## src/rtl/mem_access_unit.sv

```systemverilog
// mem_access_unit: multi-cycle byte/half/word load-store initiator with read-modify-write sub-word stores
module mem_access_unit #(
  parameter int ADDR_W = 10
) (
  input  logic              clk,
  input  logic              rst_n,
  input  logic              req_valid,
  output logic              req_ready,
  input  logic              req_we,
  input  logic [1:0]        req_size,
  input  logic              req_signed,
  input  logic [31:0]       req_addr,
  input  logic [31:0]       req_wdata,
  output logic              resp_valid,
  input  logic              resp_ready,
  output logic [31:0]       resp_rdata,
  output logic              resp_misalign,
  output logic              mem_wen,
  output logic [ADDR_W-1:0] mem_address,
  output logic [31:0]       mem_write_data,
  input  logic [31:0]       mem_read_data
);
  typedef enum logic [1:0] {IDLE, READ, WRITE, RESP} state_t;
  state_t state_q, state_d;
  logic we_q, we_d, sgn_q, sgn_d, mis_q, mis_d;
  logic [1:0] size_q, size_d;
  logic [ADDR_W+1:0] addr_q, addr_d;
  logic [31:0] wdata_q, wdata_d, word_q, word_d;
  logic accept, req_mis;
  logic [7:0] byte_sel;
  logic [15:0] half_sel;
  logic [31:0] ld_data, merged;
  logic unused_addr;
  assign unused_addr = ^req_addr[31:ADDR_W+2];
  always_ff @(posedge clk or negedge rst_n)
    if (!rst_n) begin
      state_q <= IDLE;
      we_q    <= 1'b0;
      sgn_q   <= 1'b0;
      mis_q   <= 1'b0;
      size_q  <= '0;
      addr_q  <= '0;
      wdata_q <= '0;
      word_q  <= '0;
    end else begin
      state_q <= state_d;
      we_q    <= we_d;
      sgn_q   <= sgn_d;
      mis_q   <= mis_d;
      size_q  <= size_d;
      addr_q  <= addr_d;
      wdata_q <= wdata_d;
      word_q  <= word_d;
    end
  always_comb begin
    state_d = state_q;
    case (state_q)
      IDLE:    if (req_valid) state_d = req_mis ? RESP : (req_we && req_size[1]) ? WRITE : READ;
      READ:    state_d = we_q ? WRITE : RESP;
      WRITE:   state_d = RESP;
      default: if (resp_ready) state_d = IDLE;
    endcase
  end
  always_comb begin
    accept  = (state_q == IDLE) && req_valid;
    req_mis = req_size[1] ? |req_addr[1:0] : req_size[0] & req_addr[0];
    we_d    = accept ? req_we : we_q;
    sgn_d   = accept ? req_signed : sgn_q;
    mis_d   = accept ? req_mis : mis_q;
    size_d  = accept ? req_size : size_q;
    addr_d  = accept ? req_addr[ADDR_W+1:0] : addr_q;
    wdata_d = accept ? req_wdata : wdata_q;
    word_d  = (state_q == READ) ? mem_read_data : word_q;
  end
  always_comb begin
    byte_sel = word_q[{addr_q[1:0], 3'b000} +: 8];
    half_sel = addr_q[1] ? word_q[31:16] : word_q[15:0];
    ld_data  = size_q[1] ? word_q :
               size_q[0] ? {{16{sgn_q & half_sel[15]}}, half_sel} :
                           {{24{sgn_q & byte_sel[7]}}, byte_sel};
    merged = word_q;
    if (size_q[1]) merged = wdata_q;
    else if (size_q[0]) merged[{addr_q[1], 4'b0000} +: 16] = wdata_q[15:0];
    else merged[{addr_q[1:0], 3'b000} +: 8] = wdata_q[7:0];
  end
  always_comb begin
    req_ready      = state_q == IDLE;
    resp_valid     = state_q == RESP;
    resp_misalign  = resp_valid & mis_q;
    resp_rdata     = (resp_valid && !we_q && !mis_q) ? ld_data : '0;
    mem_wen        = state_q == WRITE;
    mem_address    = addr_q[ADDR_W+1:2];
    mem_write_data = merged;
  end
endmodule

```

## config.mk

```make
export PLATFORM = sky130hd
export DESIGN_NAME = mem_access_unit
export DESIGN_NICKNAME = d
export VERILOG_FILES = /design/src/rtl/mem_access_unit.sv
export SDC_FILE = /design/constraint.sdc
export NUM_CORES = 1
export LEC_CHECK = 0
export ABC_AREA = 1
export CAP_MARGIN = 30
export CORE_MARGIN = 5
export CORE_UTILIZATION = 27
export DETAILED_ROUTE_END_ITERATION = 8
export DONT_BUFFER_PORTS = 1
export GPL_TIMING_DRIVEN = 1
export HOLD_SLACK_MARGIN = 0.12
export PLACE_DENSITY_LB_ADDON = 0.08
export SETUP_SLACK_MARGIN = 0.5
export SLEW_MARGIN = 15
export SYNTH_ARGS = -nofsm -noshare
export SYNTH_HDL_FRONTEND = slang
export SYNTH_SLANG_ARGS = --single-unit
```

## constraint.sdc

```tcl
create_clock -name clk -period 2.1 [get_ports clk]
set_input_delay 0.315 -clock clk [delete_from_list [all_inputs] [get_ports clk]]
set_output_delay 0.315 -clock clk [all_outputs]
set_load 0.1 [all_outputs]
```

---- After elaboration in Yosys (flattened, before gate mapping) ----
Cells that the tools add are included.
cells by class
  add/subtract/negate cells ............... 2
  equal/unequal tests ..................... 4
  shift operators ......................... 5
  muxes and demuxes ....................... 15
  bitwise operators ....................... 4
  reduce and logical (&&, ||, !) cells .... 10
operator list
  cell                       count
  $mux W32                   5
  $bwmux W32                 2
  $shift A16 B7 Y32 const A  1
  $shift A8 B7 Y32 const A   1
  $shiftx A16 B7 Y32         1
  $shiftx A32 B6 Y8          1
  $shiftx A8 B7 Y32          1
  $mux W16                   1
  $neg A5 Y7                 2
  $mux W2                    4
  $pmux W2 S3                1
  $and A1 B1 Y1              4
  $eq A2 B2 Y1 const B       2
  $logic_and A1 B1 Y1        4
  $reduce_bool A4 Y1         1
  $eq A2 B1 Y1 const B       1
  $logic_not A1 Y1           2
  $logic_not A2 Y1           1
  $mux W1                    2
  $ne A2 B2 Y1 const B       1
  $reduce_and A2 Y1          1
  $reduce_or A2 Y1           1
storage, ports and cells
  register bits ........................... 83
  input port bits ......................... 104
  output and inout port bits .............. 78
  logic and storage cells ................. 48

---- Depth between registers and ports, before layout ----
  word-level depth ........................ 5
  depth in mapped cells ................... 10

---- Least setup slack after synthesis ----
No wires, ideal clock.
  path type ............................... register to output
  from .................................... reg state_q[0]
  to ...................................... out resp_rdata[7]
  arrival ................................. 3.485 ns
  data required time ...................... 1.785 ns
  path slack .............................. -1.700 ns
  stages on the path, launching flop included .. 6
  buffers on the path ..................... 1
  cell sequence ........................... dfrtp_1 > ha_1 > nor3b_2 > clkbuf_1 > o21ai_0 > a31oi_1
between the ends
  word-level cells in the longest chain between the ends .. 4
ends and longest elaborated chain
  element                            line  RTL
  start: declaration                 24    state_t state_q, state_d;
  start signal: assignment           46    state_q <= state_d;
  $eq A2 B2 Y1                       88    resp_valid = state_q == RESP;
  via resp_valid                     14    output logic resp_valid,
  $logic_and A1 B1 Y1 (2 in series)  90    resp_rdata = (resp_valid && !we_q && !mis_q) ? ld_data : '0;
  $mux W32                           90
  end: declaration                   16    output logic [31:0] resp_rdata,
The timed path passes the listed nets, and every way through them passes these cells.

---- Worst setup path after layout ----
  from .................................... reg addr_q[1]
  to ...................................... out mem_write_data[31]
between the ends
  word-level cells in the longest chain between the ends .. 5
  elaborated cells between the ends (all ways) .. 10
  those cells by class .................... add/sub: 2; shift: 4; mux: 4
ends and longest elaborated chain
  element                                     line    RTL
  start: declaration                          27      logic [ADDR_W+1:0] addr_q, addr_d;
  start signal: assignment                    51      addr_q <= addr_d;
  $neg A5 Y7 (on tied branches)               83, 84
  $shiftx A16 B7 Y32 (tied with other cells)  83      else if (size_q[0]) merged[{addr_q[1], 4'b0000} +: 16] = wdata_q[15:0];
  $bwmux W32 (on tied branches)               83, 84
  $mux W32 *                                  83
  $mux W32 *                                  82      if (size_q[1]) merged = wdata_q;
  end: declaration                            20      output logic [31:0] mem_write_data,
Mark *: on every way between the ends. The rest lies on a longest branch, timed or not.

==> results.json <==
{
  "timing.final.crit_share_pct": 114,
  "synth_flop_cell": "dfrtp_1",
  "drt-wirelength-per-cell_um": 18.6,
  "area_growth_syn_to_layout_pct": 88.5,
  "cts_sinks": 83,
  "cts_root_buf": "clkbuf_16",
  "die_height_um": 149,
  "synth_seq_area_share_pct": 39.7,
  "r2r_cells": 8,
  "numPortBuffers": 0,
  "dp_hpwl_um": 15900,
  "drv_cap": 0,
  "worstPathRequired_ps": 1780,
  "crit_path_start_kind": "register",
  "antenna_found_initial": 0,
  "timing.final.crit_period_ps": 2400,
  "slew_viol_final": 0,
  "grt_pass1_wl_um": 34400,
  "grt.overflow.total": 0,
  "drive_above_1_share_pct": 37.8,
  "startpoint": "addr_q[1]",
  "whs_ps": -334,
  "worstPathArrival_ps": 2090,
  "final_common_cell": "nand2_1",
  "coreArea_sq_um": 19300,
  "rsz0062_at_grt": "true",
  "max_freq_mhz": 416,
  "vias_per_cell": 4.79,
  "placed_area_sq_um": 7890,
  "first_pass_iters": 6,
  "r2r-end": "state_q[0]",
  "max_slew_margin_pct": 70.8,
  "grt_pass1_vias": 5935,
  "wl_um": 22200,
  "syn-instance-count": 752,
  "die_area_sq_um": 22300,
  "cp-end-kind": "primary output",
  "final_hold_viol_count": 83,
  "crit_end": "mem_write_data[31]",
  "nets": 1038,
  "regToRegSetupSlack_ps": 620,
  "synth_edf_count": 0,
  "synth_seq_cells": 83,
  "violations": "hold timing, setup timing",
  "cts_tree": "yes",
  "antennaDiodeCount": 0,
  "async_flop_share_pct": 100,
  "cts_buffers": 9,
  "ant_nets": 0,
  "path_max_fanout": 8,
  "clk_latency_ps": 340,
  "setup_viol": 64,
  "hp-class": "input port to asynchronous set/reset pin",
  "clk_path_buf_depth": 2,
  "fillers": 1774,
  "final_cell_mix": "nand2_1, dfrtp_1, buf_12",
  "grt_usage_pct": 20.0,
  "htreeDepth": 3,
  "drc": 0,
  "dr_total_vias": 5725,
  "holdBufCountCts": 71,
  "start_util_pct": 27.2,
  "drtIter0Drc": 245,
  "synth_area_sq_um": 5230,
  "synthDistinctLibCells": 33,
  "outcome": "finished, violations left",
  "die_w_um": 149,
  "syn-num-nets": 866,
  "grt_max_degree": 84,
  "yosys_warnings": 0,
  "design_area_sq_um": 9860,
  "globalplace.congestion": 0.851,
  "setup_ws_ps": -304,
  "cts.clk_slew.worst_paths_ps": 60,
  "worst_slew_pin_slew_ps": 438,
  "avgSynthCellArea_sq_um": 6.96,
  "worstSetupPathType": "register to primary output",
  "fin_skew_ps": 6.14,
  "io_pins": 182,
  "timing.rr.start": "state_q[0]",
  "rows": 51
}
==> registers in the layout, summed over array words and instances, names as in the netlist <==
signal and count:
mis_q 1, state_q 2, sgn_q 1, size_q 2, addr_q 12, we_q 1, wdata_q 32, word_q 32
==> synth_stat cells, types with 11 or more instances <==
library cell | n | area (sq um)
o21ai_1 | 12 | 60.1
nand2_1 | 260 | 976
nand3_1 | 19 | 95.1
a21oi_1 | 56 | 280
nor2_1 | 42 | 158
o21ai_0 | 99 | 495
o22ai_1 | 21 | 131
dfrtp_1 | 83 | 2080
clkbuf_1 | 24 | 90.1
buf_4 | 16 | 120
a21oi_2 | 11 | 96.3
inv_1 | 45 | 169
buf_2 | 13 | 65.1
==> repair_timing <==
action / 4_1_cts / 5_1_grt
pin swaps: 37 / 18
setup endpoints to repair: 86 / 93
buffers inserted: 14 / 9
hold endpoints to repair: 154 / 83
resized for setup: 111 / 67
gates cloned: 6 / 0
==> area by class of cell <==
| cell class | count | area (sq um) | share of cell area, % |
|---|---|---|---|
| Clock inverter | 4 | 50.0 | 0.507 |
| Tap cell | 265 | 332 | 3.36 |
| Timing Repair Buffer | 215 | 2900 | 29.4 |
| Multi-Input combinational cell | 559 | 4000 | 40.5 |
| Clock buffer | 12 | 246 | 2.50 |
| Timing Repair inverter | 1 | 3.75 | 0.0381 |
| Inverter | 55 | 254 | 2.57 |
| Sequential cell | 83 | 2080 | 21.1 |
==> through the flow <==
step / setup WS (ps) / instances / setup TNS, ps / hold slack [ps] / util [%]
2_1_floorplan: -181 / 752 / -6630 / 19.4 / -
3_3_place_gp: 17.9 / 1078 / 0 / 22.4 / 40.9
6_report: -304 / 1194 / -11440 / -334 / 51.2
3_5_place_dp: 4.72 / 1078 / 0 / 21.9 / 40.9
4_1_cts: -296 / 1185 / -12960 / -351 / 49.6
5_1_grt: -368 / 1194 / -17030 / -354 / 51.2
==> critical path, cell delays in order (launching register included) <==
cell	delay [ps]
dfrtp_2	440
inv_4	100
ha_4	220
inv_6	60
buf_6	100
nand3_4	160
o22ai_1	170
nand2_1	110
a21oi_4	190
buf_12	200
==> worst min path at each step <==
stage | slack [ps] | depth (start not counted) | endpoint | startpoint
after global placement | 20 | 0 | state_q[1] | rst_n
after CTS | -350 | 0 | state_q[0] | rst_n
final | -330 | 0 | state_q[0] | rst_n
after detailed placement | 20 | 0 | state_q[0] | rst_n
after floorplan | 20 | 0 | addr_q[0] | rst_n
after global routing | -350 | 0 | state_q[0] | rst_n
==> cell families after synthesis <==
group                      synth area share (%)
DFF                                        39.7
adders and majority gates                  2.39
and+or+nand+nor                            25.5
buffers and inverters                      9.59
AOI/OAI and AO/OA                          22.8
==> layer usage <==
layer	wire (um)	up-vias	global-route usage (%)	part of all wire (%)
met2	10400	172	31.9	47
met1	10100	2723	27.6	45
met3	1190	26	3.95	5.4
met4	484	0	6.13	2.2
li1	-	2804	-	-
met5	0	-	0	0
Power is not shown: default switching activity piles up to over one toggle a cycle in this logic, so the estimate is an artifact.
